## src/rtl/cpu_core_hs_pkg.sv

```systemverilog
// cpu_core_hs_pkg: shared FSM states, ALU modes, opcode constants and opcode classifier
package cpu_core_hs_pkg;
  typedef enum logic [2:0] {S_FETCH, S_DECODE, S_IMM, S_MEM, S_EXEC, S_HALT} state_e;
  typedef enum logic [2:0] {A_ADD, A_SUB, A_AND, A_OR, A_XOR, A_NOT, A_SHL, A_SHR} alu_mode_e;
  typedef enum logic [3:0] {C_NOP, C_HLT, C_OUT, C_JCC, C_LDI, C_MOV, C_ALU, C_CALL, C_RET, C_ILL} op_class_e;
  localparam logic [7:0] OP_NOP  = 8'h00;
  localparam logic [7:0] OP_HLT  = 8'h01;
  localparam logic [7:0] OP_OUT  = 8'h02;
  localparam logic [7:0] OP_CALL = 8'h20;
  localparam logic [7:0] OP_RET  = 8'h21;
  localparam logic [2:0] REG_MEM = 3'b111;
  localparam logic [2:0] CC_AL = 3'd0, CC_Z = 3'd1, CC_NZ = 3'd2, CC_C = 3'd3, CC_NC = 3'd4;
  function automatic op_class_e op_class(input logic [7:0] op, input logic stack_en);
    return op == OP_NOP ? C_NOP :
           op == OP_HLT ? C_HLT :
           op == OP_OUT ? C_OUT :
           (op[7:3] == 5'b00010 && op[2:0] <= CC_NC) ? C_JCC :
           (op[7:3] == 5'b00011 && op[2:0] != REG_MEM) ? C_LDI :
           (op[7:6] == 2'b01 && op[5:0] != 6'h3F) ? C_MOV :
           (op[7:6] == 2'b10 && op[2:0] != REG_MEM) ? C_ALU :
           (stack_en && op == OP_CALL) ? C_CALL :
           (stack_en && op == OP_RET) ? C_RET : C_ILL;
  endfunction
endpackage

```

## src/rtl/cpu_core_hs_alu.sv

```systemverilog
// cpu_core_hs_alu: combinational ALU producing result plus carry and zero flags
//   i_a, i_b : operands (i_a is R0)   i_mode : operation
//   o_y      : result                 o_c, o_z : carry / zero flags
module cpu_core_hs_alu
  import cpu_core_hs_pkg::*;
#(
  parameter int DATA_W = 8
) (
  input  logic [DATA_W-1:0] i_a,
  input  logic [DATA_W-1:0] i_b,
  input  alu_mode_e         i_mode,
  output logic [DATA_W-1:0] o_y,
  output logic              o_c,
  output logic              o_z
);
  logic [DATA_W:0] w_sum, w_dif;
  assign w_sum = {1'b0, i_a} + {1'b0, i_b};
  assign w_dif = {1'b0, i_a} - {1'b0, i_b};
  assign o_z = o_y == '0;
  always_comb begin
    o_y = '0;
    o_c = 1'b0;
    case (i_mode)
      A_ADD: {o_c, o_y} = w_sum;
      // carry after subtract is the inverted borrow
      A_SUB: {o_c, o_y} = {~w_dif[DATA_W], w_dif[DATA_W-1:0]};
      A_AND: o_y = i_a & i_b;
      A_OR:  o_y = i_a | i_b;
      A_XOR: o_y = i_a ^ i_b;
      A_NOT: o_y = ~i_a;
      A_SHL: {o_c, o_y} = {i_a, 1'b0};
      A_SHR: {o_y, o_c} = {1'b0, i_a};
      default: ;
    endcase
  end
endmodule

```

## src/rtl/cpu_core_hs.sv

```systemverilog
// cpu_core_hs: multi-cycle 8-bit-ISA CPU core with req/ready memory port and Z/C flags
//   i_clk, i_reset_n (sync, active low)
//   o_mem_req/o_mem_we/o_mem_addr/o_mem_wdata, i_mem_rdata/i_mem_ready : memory handshake
//   o_out_valid/o_out_data : R0 pulse on OUT   o_halted, o_fault : status
//   Optional CALL/RET return stack enabled by defining CPU_CALL_STACK_EN.
module cpu_core_hs
  import cpu_core_hs_pkg::*;
#(
  parameter int DATA_W      = 8,
  parameter int ADDR_W      = 8,
  parameter int RESET_PC    = 0,
  parameter int STACK_DEPTH = 4
) (
  input  logic              i_clk,
  input  logic              i_reset_n,
  output logic              o_mem_req,
  output logic              o_mem_we,
  output logic [ADDR_W-1:0] o_mem_addr,
  output logic [DATA_W-1:0] o_mem_wdata,
  input  logic [DATA_W-1:0] i_mem_rdata,
  input  logic              i_mem_ready,
  output logic              o_out_valid,
  output logic [DATA_W-1:0] o_out_data,
  output logic              o_halted,
  output logic              o_fault
);
`ifdef CPU_CALL_STACK_EN
  localparam bit STACK_EN = 1'b1;
`else
  localparam bit STACK_EN = 1'b0;
`endif
  state_e            r_state, w_next;
  logic              r_run, r_z, r_c, r_fault;
  logic [ADDR_W-1:0] r_pc, w_ret_pc;
  logic [7:0]        r_ir;
  logic [DATA_W-1:0] r_t, w_rs, w_alu_y;
  logic [DATA_W-1:0] r_regs [0:7];
  logic              w_ack, w_take, w_need_imm, w_stk_err, w_alu_c, w_alu_z;
  op_class_e         w_cls;
  logic [2:0]        w_d, w_s;
  assign w_cls = op_class(r_ir, STACK_EN);
  assign w_d = r_ir[5:3];
  assign w_s = r_ir[2:0];
  assign w_rs = r_regs[w_s];
  // r_run holds the bus idle for one cycle after reset so mem_req is 0 while reset is applied
  assign o_mem_req = r_run && (r_state == S_FETCH || r_state == S_IMM || r_state == S_MEM);
  assign o_mem_we = r_state == S_MEM && w_d == REG_MEM;
  assign o_mem_addr = r_state == S_MEM ? r_t[ADDR_W-1:0] : r_pc;
  assign o_mem_wdata = o_mem_we ? w_rs : '0;
  assign w_ack = o_mem_req && i_mem_ready;
  assign o_out_valid = r_state == S_EXEC && w_cls == C_OUT;
  assign o_out_data = r_regs[0];
  assign o_halted = r_state == S_HALT;
  assign o_fault = r_fault;
  assign w_need_imm = w_cls == C_JCC || w_cls == C_LDI || w_cls == C_CALL ||
                      (w_cls == C_MOV && (w_d == REG_MEM || w_s == REG_MEM));
  assign w_take = w_s == CC_AL || (w_s == CC_Z && r_z) || (w_s == CC_NZ && !r_z) ||
                  (w_s == CC_C && r_c) || (w_s == CC_NC && !r_c);
  cpu_core_hs_alu #(.DATA_W(DATA_W)) u_alu (
    .i_a(r_regs[0]), .i_b(w_rs), .i_mode(alu_mode_e'(w_d)),
    .o_y(w_alu_y), .o_c(w_alu_c), .o_z(w_alu_z)
  );
  always_comb begin
    w_next = r_state;
    case (r_state)
      S_FETCH:  w_next = w_ack ? S_DECODE : S_FETCH;
      S_DECODE: w_next = (w_cls == C_HLT || w_cls == C_ILL || w_stk_err) ? S_HALT :
                         w_need_imm ? S_IMM : S_EXEC;
      S_IMM:    w_next = !w_ack ? S_IMM : w_cls == C_MOV ? S_MEM : S_EXEC;
      S_MEM:    w_next = w_ack ? S_EXEC : S_MEM;
      S_EXEC:   w_next = S_FETCH;
      default:  w_next = S_HALT;
    endcase
  end
  always_ff @(posedge i_clk) r_state <= !i_reset_n ? S_FETCH : w_next;
  always_ff @(posedge i_clk) begin
    if (!i_reset_n) begin
      r_run <= 1'b0;
      r_pc <= ADDR_W'(RESET_PC);
      r_ir <= '0;
      r_t <= '0;
      r_z <= 1'b0;
      r_c <= 1'b0;
      r_fault <= 1'b0;
      for (int i = 0; i < 8; i++) r_regs[i] <= '0;
    end else begin
      r_run <= 1'b1;
      if (r_state == S_FETCH && w_ack) begin
        r_ir <= i_mem_rdata[7:0];
        r_pc <= r_pc + 1'b1;
      end
      if (r_state == S_IMM && w_ack) begin
        r_t <= i_mem_rdata;
        r_pc <= r_pc + 1'b1;
      end
      if (r_state == S_MEM && w_ack && !o_mem_we) r_t <= i_mem_rdata;
      if (r_state == S_DECODE && (w_cls == C_ILL || w_stk_err)) r_fault <= 1'b1;
      if (r_state == S_EXEC) begin
        if (w_cls == C_LDI) r_regs[w_s] <= r_t;
        if (w_cls == C_MOV && w_d != REG_MEM) r_regs[w_d] <= w_s == REG_MEM ? r_t : w_rs;
        if (w_cls == C_ALU) begin
          r_regs[0] <= w_alu_y;
          r_z <= w_alu_z;
          r_c <= w_alu_c;
        end
        if ((w_cls == C_JCC && w_take) || w_cls == C_CALL) r_pc <= r_t[ADDR_W-1:0];
        if (w_cls == C_RET) r_pc <= w_ret_pc;
      end
    end
  end
`ifdef CPU_CALL_STACK_EN
  localparam int SPW = $clog2(STACK_DEPTH + 1);
  localparam int IXW = STACK_DEPTH > 1 ? $clog2(STACK_DEPTH) : 1;
  logic [ADDR_W-1:0] r_stack [0:STACK_DEPTH-1];
  logic [SPW-1:0]    r_sp, w_top;
  assign w_top = r_sp - 1'b1;
  assign w_ret_pc = r_stack[w_top[IXW-1:0]];
  // overflow/underflow is caught in DECODE so the stack is never modified by a faulting op
  assign w_stk_err = (w_cls == C_CALL && r_sp == SPW'(STACK_DEPTH)) || (w_cls == C_RET && r_sp == '0);
  always_ff @(posedge i_clk) begin
    if (!i_reset_n) r_sp <= '0;
    else if (r_state == S_EXEC && w_cls == C_CALL) begin
      r_stack[r_sp[IXW-1:0]] <= r_pc;
      r_sp <= r_sp + 1'b1;
    end else if (r_state == S_EXEC && w_cls == C_RET) r_sp <= w_top;
  end
`else
  assign w_ret_pc = '0;
  assign w_stk_err = 1'b0;
`endif
endmodule
```

## config.mk

```make
export PLATFORM = sky130hd
export DESIGN_NAME = cpu_core_hs
export DESIGN_NICKNAME = d
export VERILOG_FILES = /design/src/rtl/cpu_core_hs_pkg.sv /design/src/rtl/cpu_core_hs_alu.sv /design/src/rtl/cpu_core_hs.sv
export SDC_FILE = /design/constraint.sdc
export NUM_CORES = 1
export LEC_CHECK = 0
export CAP_MARGIN = 20
export CORE_UTILIZATION = 32
export DETAILED_ROUTE_END_ITERATION = 8
export GPL_TIMING_DRIVEN = 0
export REMOVE_ABC_BUFFERS = 1
export SLEW_MARGIN = 20
export SYNTH_ARGS = -nofsm -noshare
export SYNTH_HDL_FRONTEND = slang
export SYNTH_SLANG_ARGS = --single-unit
```

## constraint.sdc

```tcl
create_clock -name i_clk -period 8.7 [get_ports i_clk]
set_input_delay 1.305 -clock i_clk [delete_from_list [all_inputs] [get_ports i_clk]]
set_output_delay 1.305 -clock i_clk [all_outputs]
set_load 0.01 [all_outputs]
```

==> impl_results.md <==
- Sort of element at the start of the critical path: flop
- Highest signal layer in the routed design: met4
- Final setup vio count: 0
- Drt wl/cell: 18.3 um
- Clock tree from TritonCTS: built
- Horizontal die dimension: 140 um
- Final Cycle Share: 50.3%
- Length of routed met2 wiring: approximately 7.8 mm
- Final count of hold timing violations: 0
- RD Place Congestion: around 0.84
- Max-cap violation count: 0
- Antenna diode instance count: 0
- Die Outline Area: 19500 um2
- Pin slew with the least headroom to its limit: 0.939 ns
- Boundary Pins: 40
- Cell leakage power: 2.48 nW
- Final-layout fill cell count: 1806
- I/O Buffers: 39
- Final-layout worst hold slack: 0.482 ns
- Largest fanout on the critical path: 16
- Largest voltage drop on the vdd net: 0.0929 mV
- Synthesized instance count: 617
- CTS Hold Bufs: 0
- Relative contribution of the clock network to total power: a little under two fifths
- Area share of the largest cell type after synthesis: 31.7%
- Synthesis-stage register bit count: 98
- Asr flop ratio synth: 0%
- P_sw: 0.322 mW
- Aggregate global-route resource usage: roughly 17%
- Num rows: a little under 50
- Highest attainable clock frequency: 0.228 GHz
- Share of the core filled with cells: 37.9%
- Residual DRC: 0
- Clock buffer count from CTS: 9
- Number of warning messages in the yosys log: 0
- Maximum clock insertion buffer count: 2
- First-pass GRT wire length: approximately 25 mm
- Sequential power share: 46.0%
- Most common cell in the netlist: sky130_fd_sc_hd__nor2_1
- Iteration count of the initial detailed-routing pass: 5
- Layout net count: roughly 680
- Fraction of power spent switching nets: 27.4%
- Max_slew headroom: 36.9%
- DRT antenna net count: 0
- Internal power of the cells: about 0.85 mW
- Cells taking the most area after synthesis: sky130_fd_sc_hd__edfxtp_1, sky130_fd_sc_hd__dfxtp_1, sky130_fd_sc_hd__nor2_1, sky130_fd_sc_hd__mux4_2, sky130_fd_sc_hd__ha_1
- DPL Wire Length: 11.8 mm
- Layout overhead on the synthesized area: 14.1%
- DRC violation total after the first TritonRoute iteration: 505
- Total routed wire length on the met1 layer: 7.15 mm
- Clock Pin Slew Worst Setup and Hold Paths: 0.07 ns
- Largest net degree at the start of global routing: 39
- Via count of the first global-routing pass: 4583
- Detailed Route WL: around 16 mm
- Power per standard cell area: about 170 nW/um2
- Setup tns final: 0 ns
- Primary flip-flop cell chosen by synthesis mapping: sky130_fd_sc_hd__edfxtp_1
- Crit Path Category: reg -> reg
- Number of antenna violations at the first check in global routing: 0
- # clock sinks: 98
- Data required time at the worst endpoint: 8.97 ns
- Sequential share of the synthesized area: 42.9%
- Die Y: roughly 140 um
- Number of levels the H-tree was split into: 3
- Routed via count divided by cell count: ~5.5
- Number of enable-type register cells in the synthesized netlist: 64
- Wire length on met3: 604 um
- Unrepaired setup endpoints after global routing: false
- Final slew viol count: 0
- List of most frequent post-synthesis cells: sky130_fd_sc_hd__nor2_1, sky130_fd_sc_hd__edfxtp_1, sky130_fd_sc_hd__dfxtp_1, sky130_fd_sc_hd__nand2_1, sky130_fd_sc_hd__a21oi_1
- Result of the run: complete, no violations
- Quantity of gates resized following cts: 0
- Arrival time of the worst setup path: about 4.7 ns
- Cell type contributing the most total cell area after synthesis: sky130_fd_sc_hd__edfxtp_1
- Capturing element type of the critical path: flop
- Syn Std Cell Area: between 6000 and 7000 um2
- Share of post-route cells with drive strength above 1: about a tenth
- Aggregate global routing overflow: 0
- Initial core utilization: 33.2%
- Final Skew: approximately 0.007 ns
- Number of unique standard cell types used by synthesis: 70
- Total core area: 18300 um2
- Clock latency at the later pin of the worst-skew pair: between 0.3 and 0.4 ns
- Share of total power in combinational logic: 16.7%
- Worst Hold Class: reg -> reg
- Clk root buf: sky130_fd_sc_hd__clkbuf_16
- Post-synthesis average cell area: 9.83 um2
- Post-CTS setup-driven buffer insertion count: 0
- Min Tclk post-route: 4.38 ns
- Number of vias in the routed layout: 4812
==> cell families after synthesis <==
group	count (synthesis)	share of synthesized area, %
simple gates	230	17.6
compound gates	131	14.7
flops	98	42.9
buf+inv	65	4.87
mux	52	12.1
fa+ha+maj	27	5.82
xor+xnor	13	1.88
other cells	1	0.0618
==> power groups by stage <==
stage | clock, mW | combinational, mW | sequential [mW]
2_1_floorplan | 0 | 0.140 | 0.540
3_3_place_gp | 0 | 0.190 | 0.548
3_5_place_dp | 0 | 0.193 | 0.550
4_1_cts | 0.441 | 0.194 | 0.540
5_1_grt | 0.455 | 0.215 | 0.543
6_report | 0.437 | 0.196 | 0.540
==> cells in the final DEF (no fill, tap or decap), types with 9 or more instances in the layout <==
cell type	count
sky130_fd_sc_hd__dfxtp_1	31
sky130_fd_sc_hd__inv_1	27
sky130_fd_sc_hd__nand2_1	34
sky130_fd_sc_hd__clkdlybuf4s50_1	39
sky130_fd_sc_hd__ha_1	25
sky130_fd_sc_hd__edfxtp_1	64
sky130_fd_sc_hd__o21ai_0	17
sky130_fd_sc_hd__o211ai_1	9
sky130_fd_sc_hd__o22ai_1	13
sky130_fd_sc_hd__nand2b_1	12
sky130_fd_sc_hd__a211oi_1	16
sky130_fd_sc_hd__nand3_1	9
sky130_fd_sc_hd__mux2_2	11
sky130_fd_sc_hd__mux2i_1	25
sky130_fd_sc_hd__mux4_2	16
sky130_fd_sc_hd__clkbuf_16	9
sky130_fd_sc_hd__a21oi_1	31
sky130_fd_sc_hd__nor2_1	122
==> metal layers <==
layer / vias to the layer above / track usage [%]
met5: - / 0
li1: 2294 / -
met2: 120 / 28.5
met1: 2372 / 21.2
met3: 26 / 2.10
met4: 0 / 5.96
==> stage by stage <==
stage          std cells  cell area, um2  setup WS [ns]  power, mW
2_1_floorplan        587            5900           4.70      0.680
3_3_place_gp         855            6580           3.86      0.738
3_5_place_dp         856            6590           3.84      0.743
4_1_cts              871            6910           3.82       1.17
5_1_grt              871            6920           3.97       1.21
6_report             871            6920           4.32       1.17
==> flip-flops by register name, summed over array words and instances (netlist names), named ones only <==
name and count:
r_ir 8, r_z 1, o_fault 1, r_c 1, r_regs 64, r_run 1, r_t 8, r_pc 8
r_state 3
==> critical path, cell delays in order, from the launching register on <==
cell	delay (ns)
sky130_fd_sc_hd__dfxtp_2	0.72
sky130_fd_sc_hd__mux4_2	0.60
sky130_fd_sc_hd__mux2i_1	0.49
sky130_fd_sc_hd__inv_1	0.22
sky130_fd_sc_hd__fa_1	0.50
sky130_fd_sc_hd__xor2_1	0.19
sky130_fd_sc_hd__o2111ai_1	0.20
sky130_fd_sc_hd__o221ai_1	0.20
sky130_fd_sc_hd__a221oi_1	0.33
sky130_fd_sc_hd__nand4b_1	0.14
sky130_fd_sc_hd__or4b_1	0.54
sky130_fd_sc_hd__o31ai_2	0.18
==> path summary, 6_finish.rpt <==
path | start | to | slack (ns) | depth (start not counted)
setup reg to reg | flop | r_z | 4.32 | 11
hold / removal | o_fault | o_fault | 0.48 | 1
setup / recovery | flop | r_z | 4.32 | 11
hold reg to reg | o_fault | o_fault | 0.48 | 1
==> area by class of cell <==
cell class	count	area (um2)	share of cell area, %
clock buffer	9	225	3.26
sequential	98	2610	37.7
clock inverter	6	98.8	1.43
multi-input combinational	461	3200	46.2
inverter	28	105	1.52
timing repair buffer	40	398	5.75
tap	229	287	4.14
Power figures use the tool's default switching activity.
